## config.mk

```make
export PLATFORM = sky130hd
export DESIGN_NAME = ascon_arbiter
export DESIGN_NICKNAME = d
export VERILOG_FILES = /design/src/rtl/ascon_arbiter.sv
export SDC_FILE = /design/constraint.sdc
export NUM_CORES = 1
export LEC_CHECK = 0
export ABC_AREA = 1
export BUFFER_PORTS_ARGS = -buffer_cell sky130_fd_sc_hd__buf_2
export CAP_MARGIN = 20
export CORE_AREA = 4 4 533 535
export DETAILED_ROUTE_END_ITERATION = 8
export DIE_AREA = 0 0 537 539
export HOLD_SLACK_MARGIN = 0.15
export PLACE_DENSITY = 0.35
export REMOVE_ABC_BUFFERS = 1
export SYNTH_ARGS = -nofsm -noshare
export SYNTH_HDL_FRONTEND = slang
export SYNTH_SLANG_ARGS = --single-unit
```

## constraint.sdc

```tcl
create_clock -name clock_i -period 4.87 [get_ports clock_i]
set_input_delay 0.974 -clock clock_i [delete_from_list [all_inputs] [get_ports clock_i]]
set_output_delay 0.974 -clock clock_i [all_outputs]
set_load 0.02 [all_outputs]
```

## src/rtl/ascon_arbiter.sv

```systemverilog
// Round-robin arbiter and sequencer that shares one ASCON core between two requesters.
// It latches the owner's key/nonce, streams its blocks and routes the responses back to it.
module ascon_arbiter #(
  parameter int unsigned TIMEOUT = 255
) (
  input  logic              clock_i,
  input  logic              resetb_i,
  input  logic [1:0]        req_i,
  input  logic [1:0][127:0] key_i,
  input  logic [1:0][127:0] nonce_i,
  input  logic [1:0][3:0]   nblk_i,
  input  logic [1:0][63:0]  data_i,
  input  logic [1:0]        data_valid_i,
  output logic [1:0]        grant_o,
  output logic [1:0]        data_ready_o,
  output logic [1:0]        cipher_valid_o,
  output logic [63:0]       cipher_o,
  output logic [127:0]      tag_o,
  output logic [1:0]        done_o,
  output logic [1:0]        err_o,
  output logic              core_start_o,
  output logic [127:0]      core_key_o,
  output logic [127:0]      core_nonce_o,
  output logic              core_data_valid_o,
  output logic [63:0]       core_data_o,
  input  logic              core_cipher_valid_i,
  input  logic [63:0]       core_cipher_i,
  input  logic              core_end_i,
  input  logic [127:0]      core_tag_i
);

  typedef enum logic [2:0] {
    IDLE,
    START,
    WAIT_DATA,
    WAIT_CIPHER,
    WAIT_END
  } state_t;

  state_t     state;
  state_t     state_nxt;
  logic       owner;
  logic       last_grant;
  logic       sel;
  logic [3:0] cnt;
  logic [7:0] wdog;
  logic       wdog_hit;
  logic [1:0] owner_oh;
  logic       do_grant;
  logic       do_accept;
  logic       do_cipher;
  logic       do_done;
  logic       do_abort;

  assign owner_oh = {owner, ~owner};
  // The abort is registered, so it is decided one count early to land exactly TIMEOUT cycles in.
  assign wdog_hit = (wdog == 8'(TIMEOUT - 1));

  always_ff @(posedge clock_i or negedge resetb_i) begin
    if (!resetb_i) begin
      state <= IDLE;
    end else begin
      state <= state_nxt;
    end
  end

  always_comb begin
    state_nxt = state;
    sel       = 1'b0;
    do_grant  = 1'b0;
    do_accept = 1'b0;
    do_cipher = 1'b0;
    do_done   = 1'b0;
    do_abort  = 1'b0;
    case (state)
      IDLE: begin
        if (req_i != 2'b00) begin
          do_grant  = 1'b1;
          sel       = (req_i == 2'b11) ? ~last_grant : req_i[1];
          state_nxt = START;
        end
      end
      START: begin
        state_nxt = (cnt != 4'd0) ? WAIT_DATA : WAIT_END;
      end
      WAIT_DATA: begin
        if (core_end_i) begin
          do_abort = 1'b1;
        end else if (data_valid_i[owner]) begin
          do_accept = 1'b1;
          state_nxt = WAIT_CIPHER;
        end
      end
      WAIT_CIPHER: begin
        if (core_end_i) begin
          do_abort = 1'b1;
        end else if (core_cipher_valid_i) begin
          do_cipher = 1'b1;
          state_nxt = (cnt == 4'd1) ? WAIT_END : WAIT_DATA;
        end else if (wdog_hit) begin
          do_abort = 1'b1;
        end
      end
      WAIT_END: begin
        if (core_cipher_valid_i) begin
          do_abort = 1'b1;
        end else if (core_end_i) begin
          do_done = 1'b1;
        end else if (wdog_hit) begin
          do_abort = 1'b1;
        end
      end
      default: begin
        state_nxt = IDLE;
      end
    endcase
    if (do_done || do_abort) begin
      state_nxt = IDLE;
    end
  end

  // Transaction bookkeeping: owner, fairness pointer, block count and watchdog.
  always_ff @(posedge clock_i or negedge resetb_i) begin
    if (!resetb_i) begin
      owner      <= 1'b0;
      last_grant <= 1'b1;
      cnt        <= 4'd0;
      wdog       <= 8'd0;
    end else begin
      if (do_grant) begin
        owner <= sel;
        cnt   <= nblk_i[sel];
      end else if (do_cipher) begin
        cnt <= cnt - 4'd1;
      end
      if (do_done || do_abort) begin
        last_grant <= owner;
      end
      if (state_nxt != state) begin
        wdog <= 8'd0;
      end else if (state == WAIT_CIPHER || state == WAIT_END) begin
        wdog <= wdog + 8'd1;
      end
    end
  end

  // Registered outputs toward the requesters and the core.
  always_ff @(posedge clock_i or negedge resetb_i) begin
    if (!resetb_i) begin
      grant_o           <= 2'b00;
      data_ready_o      <= 2'b00;
      cipher_valid_o    <= 2'b00;
      cipher_o          <= 64'd0;
      tag_o             <= 128'd0;
      done_o            <= 2'b00;
      err_o             <= 2'b00;
      core_start_o      <= 1'b0;
      core_key_o        <= 128'd0;
      core_nonce_o      <= 128'd0;
      core_data_valid_o <= 1'b0;
      core_data_o       <= 64'd0;
    end else begin
      core_start_o      <= do_grant;
      core_data_valid_o <= do_accept;
      cipher_valid_o    <= do_cipher ? owner_oh : 2'b00;
      done_o            <= do_done ? owner_oh : 2'b00;
      err_o             <= do_abort ? owner_oh : 2'b00;
      data_ready_o      <= (state_nxt == WAIT_DATA) ? owner_oh : 2'b00;
      if (do_grant) begin
        grant_o      <= sel ? 2'b10 : 2'b01;
        core_key_o   <= key_i[sel];
        core_nonce_o <= nonce_i[sel];
      end else if (do_done || do_abort) begin
        grant_o <= 2'b00;
      end
      if (do_accept) begin
        core_data_o <= data_i[owner];
      end
      if (do_cipher) begin
        cipher_o <= core_cipher_i;
      end
      if (do_done) begin
        tag_o <= core_tag_i;
      end
    end
  end

endmodule

```

# After elaboration in Yosys (flattened, before gate mapping)
# Index checks and enable logic that the tools add are counted.
totals:
  mem_bits_ro: 0
  mem_count: 0
  regBits: 541
  elab_cells: 90
  latch_bits: 0
  mem_bits_rw: 0
classes:
  reduce_logical: 8
  n_mux: 50
  add_sub_neg: 2
  div: 0
  bitwise_logic: 2
  magnitude_cmp: 2
  n_eq_ne: 9
  n_shift: 0
  mul: 0
ops:
  columns: ["operator", "count"]
  rows:
  - ["128-bit two-way mux", 4]
  - ["64-bit two-way mux", 2]
  - ["3-bit two-way mux", 8]
  - ["1-bit two-way mux", 21]
  - ["4-bit two-way mux", 4]
  - ["8-bit two-way mux", 2]
  - ["3-bit case mux with 5 select lines", 1]
  - ["2-bit two-way mux", 7]
  - ["3-bit by 2-bit == test with 1-bit output, second input constant", 3]
  - ["8-bit by 1-bit adder with 8-bit output, second input constant", 1]
  - ["8-bit == test, second input constant", 1]
  - ["2-bit nonzero test", 4]
  - ["4-bit by 1-bit == test with 1-bit output, second input constant", 1]
  - ["1-bit by 2-bit < comparator with 1-bit output, second input constant", 2]
  - ["4-bit nonzero test", 1]
  - ["4-bit by 1-bit subtractor with 4-bit output, second input constant", 1]
  - ["3-bit by 1-bit == test with 1-bit output, second input constant", 1]
  - ["3-bit == test, second input constant", 1]
  - ["3-bit logical NOT", 1]
  - ["3-bit inequality test", 1]
  - ["1-bit case mux with 3 select lines", 1]
  - ["2-bit == test, second input constant", 1]
  - ["1-bit logical OR", 2]
  - ["1-bit inverter", 2]

# Longest topological paths before layout
logic_depth:
  depth_word: 9
  mapped_depth: 14
  mapped_depth_nobuf: 14

# Worst setup path after synthesis
# No wires, ideal clock.
synth_path:
  path_kind: "input port to flip-flop"
  start: "in core_end_i"
  end: "reg tag_o[100]"
  cell_stages: 6
  t_required_ps: 4745
  arrival_ps: 1965
  setup_slack_ps: 2781
  setup_time_ps: 125
  path_cell_list: "inv_1 > nor2_1 > nand3_1 > buf_2 > buf_2 > mux2_2"
synth_via:
  elab_chain_cells: 3
synth_rtl:
  columns: ["element", "line", "rtl"]
  rows:
  - ["start, declared", "28", "input logic core_end_i,"]
  - ["1-bit two-way mux", "107", "end else if (core_end_i) begin"]
  - ["1-bit two-way mux", "105", "if (core_cipher_valid_i) begin"]
  - ["1-bit two-way mux", "75", "case (state)"]
  - ["end signal, assigned", "183", "tag_o <= core_tag_i;"]
  - ["end, declared", "18", "output logic [127:0] tag_o,"]
# No other way between the ends.
# A chain may end at the register's enable or synchronous reset.

# Final worst setup path
layout_path:
  start: "reg state[0]"
  end: "reg cnt[1]"
layout_via:
  elab_chain_cells: 5
  elab_cells_between_ends: 9
  cone_classes: "1 x eq/ne; 6 x mux; 2 x reduce/logical"
layout_rtl:
  columns: ["element", "line", "rtl"]
  rows:
  - ["start, declared", "40", "state_t state;"]
  - ["start signal, assigned", "63", "state <= state_nxt;"]
  - ["3-bit logical NOT", "75", null]
  - ["1-bit two-way mux", "75", null]
  - ["4-bit two-way mux (implied by the code) (2 in series)", "132", "cnt <= nblk_i[sel];"]
  - ["4-bit two-way mux", "130", "if (do_grant) begin"]
  - ["end signal, assigned", "132", null]
  - ["end signal, assigned", "134", "cnt <= cnt - 4'd1;"]
  - ["end, declared", "45", "logic [3:0] cnt;"]
# Several ways; a longest one is shown, not always the timed one. The select of a mux whose other input is x is not followed.

==> metrics.txt <==
Nets 4642; Comb power frac 43.2%; post-route antenna net violation count 0; Int Pwr 13.1 mW; CTS Root Buffer Type clkbuf_16; critical path's slowest cell and3_4; I/O Pins 1372; Final setup viols 0; CP peak stage delay 0.81 ns; Gate Count Post-Synth 2437; Reg clk slew, reported paths 0.05 ns; pins over their slew limit 0; postcts setup bufs 0; # clock sinks 541; Netlist cell types 31; max-cap viol count 0; DRT Wirelength around 180 mm; ys flop type dfrtp_1; die width 537 um; clock network power share 25.6%; DP HPWL approximately 150 mm; initial DRC count 1121; R2R Setup Slk about 1.9 ns; Data required, critical path 5.54 ns; initial antenna violation count 171; mapped cell area 22600 um2; post-CTS sizing 0; Die Y 539 um; leakage dissipation 18.4 nW; number of synthesized flops with an enable pin 0; gpl congestion ~0.9; Sum Neg Setup Slack 0 ns; critical path class reg -> reg; Async SR Flop Fraction 100%; via-per-instance ratio approximately 3.1; Sw Share 45.8%; die area 289000 um2; CTS tree yes; clk_skew around 0.037 ns; RSZ-0062 raised after global routing false; Area Overhead vs Synth 61.8%; Critical path origin state[0]$_DFF_PN0_; vias in the first global route 24277; GRT overflow 0; RR Endpoint cnt[1]$_DFFE_PN0P_; Rows 194; worst r2r src state[0]$_DFF_PN0_; routed len/inst 23.5 um; sequential share of power between 30% and 40%; Hold/Removal Path Class in -> async; Slew @ Worst Pin 0.907 ns; Buffers on Ports 1371; Yosys warning total 0; status finished clean; Worst Setup End Kind flip-flop; final worst-path cycle share 61.4%; Slew Limit Headroom roughly 40%; Synth Register Bits 541; overall power about 24 mW; clk_lat worst skew 0.78 ns; Pwr Density 661 nW/um2; H-tree level count 3; signal arrival time at the worst endpoint between 3 and 4 ns; CP endpoint cnt[1]$_DFFE_PN0P_; Total GRT Usage 11.8%; CTS Hold Bufs 0; core area 279000 um2; Startpoint Class flip-flop; critical-path cell list nor3_2, and3_4, buf_4, nand2_1, o21ai_0, a21oi_1, o21ai_1; NetSw 11.1 mW; DR pass1 iterations 5; register area share after synthesis between 50% and 60%; min Tclk post-route around 3 ns; first-pass GRT wire length 231 mm; largest net degree at the start of global routing 127; via count between 20000 and 25000; fraction of layout instances using a drive strength above 1 43.9%; fmax 0.335 GHz; CP max FO 35; Inserted Clock Buffers 85; VDD IR max 0.293 mV; clock buffer depth 4; R2R depth 7; Initial Util 8.10%; number of fill cells 32311; syn_area_per_cell 9.27 um2; Final Hold Vio Count 0; DRC Markers 0
cell type report:
| type | count | area (um2) | area share (%) |
|---|---|---|---|
| flip-flops and latches | 541 | 13500 | 37.0 |
| clock buffers | 119 | 2460 | 6.72 |
| clock inverters | 27 | 285 | 0.780 |
| diodes | 26 | 65.1 | 0.178 |
| repair buffers | 1410 | 7290 | 19.9 |
| multi-input cells | 1730 | 8170 | 22.4 |
| inverters | 21 | 83.8 | 0.229 |
| well taps | 3724 | 4660 | 12.7 |
synthesized netlist by cell type (3+ instances only):
library cell | instances | area (um2)
a21oi_1 | 3 | 15.0
a31oi_1 | 66 | 413
buf_2 | 88 | 440
buf_4 | 4 | 30.0
buf_6 | 21 | 236
clkbuf_1 | 32 | 120
dfrtp_1 | 540 | 13500
ha_1 | 5 | 62.6
inv_1 | 20 | 75.1
mux2_2 | 128 | 1440
nand2_1 | 1131 | 4250
nand3_1 | 269 | 1350
nand3_2 | 4 | 40.0
nand4_1 | 6 | 37.5
nor2_1 | 91 | 342
o21ai_0 | 5 | 25.0
xor2_1 | 6 | 52.6
how the worst min path moves through the flow:
stage / from / slack [ns] / endpoint / depth (start not counted)
2_1_floorplan: cnt[1]$_DFFE_PN0P_ / 0.48 / cnt[1]$_DFFE_PN0P_ / 2
3_3_place_gp: cipher_o[51]$_DFFE_PN0P_ / 0.45 / cipher_o[51]$_DFFE_PN0P_ / 2
3_5_place_dp: cipher_o[46]$_DFFE_PN0P_ / 0.45 / cipher_o[46]$_DFFE_PN0P_ / 2
4_1_cts: resetb_i / 0.19 / tag_o[39]$_DFFE_PN0P_ / 1
5_1_grt: resetb_i / 0.21 / tag_o[39]$_DFFE_PN0P_ / 1
6_report: resetb_i / 0.22 / tag_o[39]$_DFFE_PN0P_ / 1
cell families after synthesis:
kind of cell | count (synthesis) | share of synthesized area (%)
DFF | 541 | 59.9
AOI/OAI and AO/OA | 80 | 2.20
buffers and inverters | 166 | 4.01
xor gates and xnor gates | 7 | 0.271
muxes | 128 | 6.38
adders and majority gates | 5 | 0.277
and+or+nand+nor | 1510 | 26.9
per-stage QoR:
stage	hold WS, ns	area (um2)	utilization (%)	cells	worst slack [ns]
6_report	0.222	36600	13.1	7598	1.88
3_5_place_dp	0.453	33700	12.1	7426	1.36
3_3_place_gp	0.448	33700	12.1	7426	1.39
4_1_cts	0.193	36500	13.1	7572	1.51
5_1_grt	0.211	36500	13.1	7587	1.47
2_1_floorplan	0.481	21800	-	2292	-5.62
placed cells by master, fill, tap and decap left out, types with 2 or more instances in the layout:
| cell | n |
|---|---|
| a21oi_1 | 3 |
| a31oi_1 | 66 |
| buf_12 | 10 |
| buf_2 | 1370 |
| buf_4 | 29 |
| bufinv_16 | 4 |
| clkbuf_1 | 15 |
| clkbuf_16 | 86 |
| clkbuf_8 | 18 |
| clkinv_2 | 11 |
| clkinv_4 | 4 |
| clkinvlp_4 | 2 |
| dfrtp_1 | 539 |
| diode_2 | 26 |
| ha_1 | 5 |
| inv_1 | 18 |
| inv_4 | 2 |
| inv_6 | 5 |
| mux2_2 | 128 |
| nand2_1 | 1131 |
| nand2_2 | 2 |
| nand3_1 | 268 |
| nand3_2 | 4 |
| nand4_1 | 6 |
| nor2_1 | 91 |
| nor2_4 | 2 |
| o21ai_0 | 5 |
| o21ai_1 | 2 |
| xor2_1 | 6 |
per-layer routing:
metal	GRT usage [%]	wire, um	share of wire (%)	vias to the layer above
met5	0	652	0.36	-
met4	2.70	4770	2.7	106
met3	5.56	21000	12	364
met2	19.5	82100	46	1296
met1	13.8	70200	39	11242
li1	-	-	-	10590
registers in the layout, indices dropped and copies added, names as in the netlist:
signal / count
cnt: 4
core_key_o: 128
cipher_o: 64
state: 3
core_nonce_o: 128
core_data_valid_o: 1
grant_o: 2
owner: 1
core_data_o: 64
done_o: 2
last_grant: 1
tag_o: 128
core_start_o: 1
cipher_valid_o: 2
err_o: 2
wdog: 8
data_ready_o: 2
critical path: cells and delay by family (launching register included):
kind	cells	cell delay (ns)
AO/OA/AOI/OAI	3	0.29
buffers and inverters	1	0.52
flip-flops	1	0.45
AND/OR/NAND/NOR	3	1.54
power by group through the flow:
stage               Sequential (mW)  Clock (mW)  Combinational [mW]
floorplan                      9.59           0                3.67
global placement               7.61           0                10.8
detailed placement             7.61           0                10.9
CTS                            7.58        6.53                10.9
global route                   7.79        6.65                11.4
finish                         7.54        6.18                10.4
Note: power is estimated with default switching activity, not from simulation.
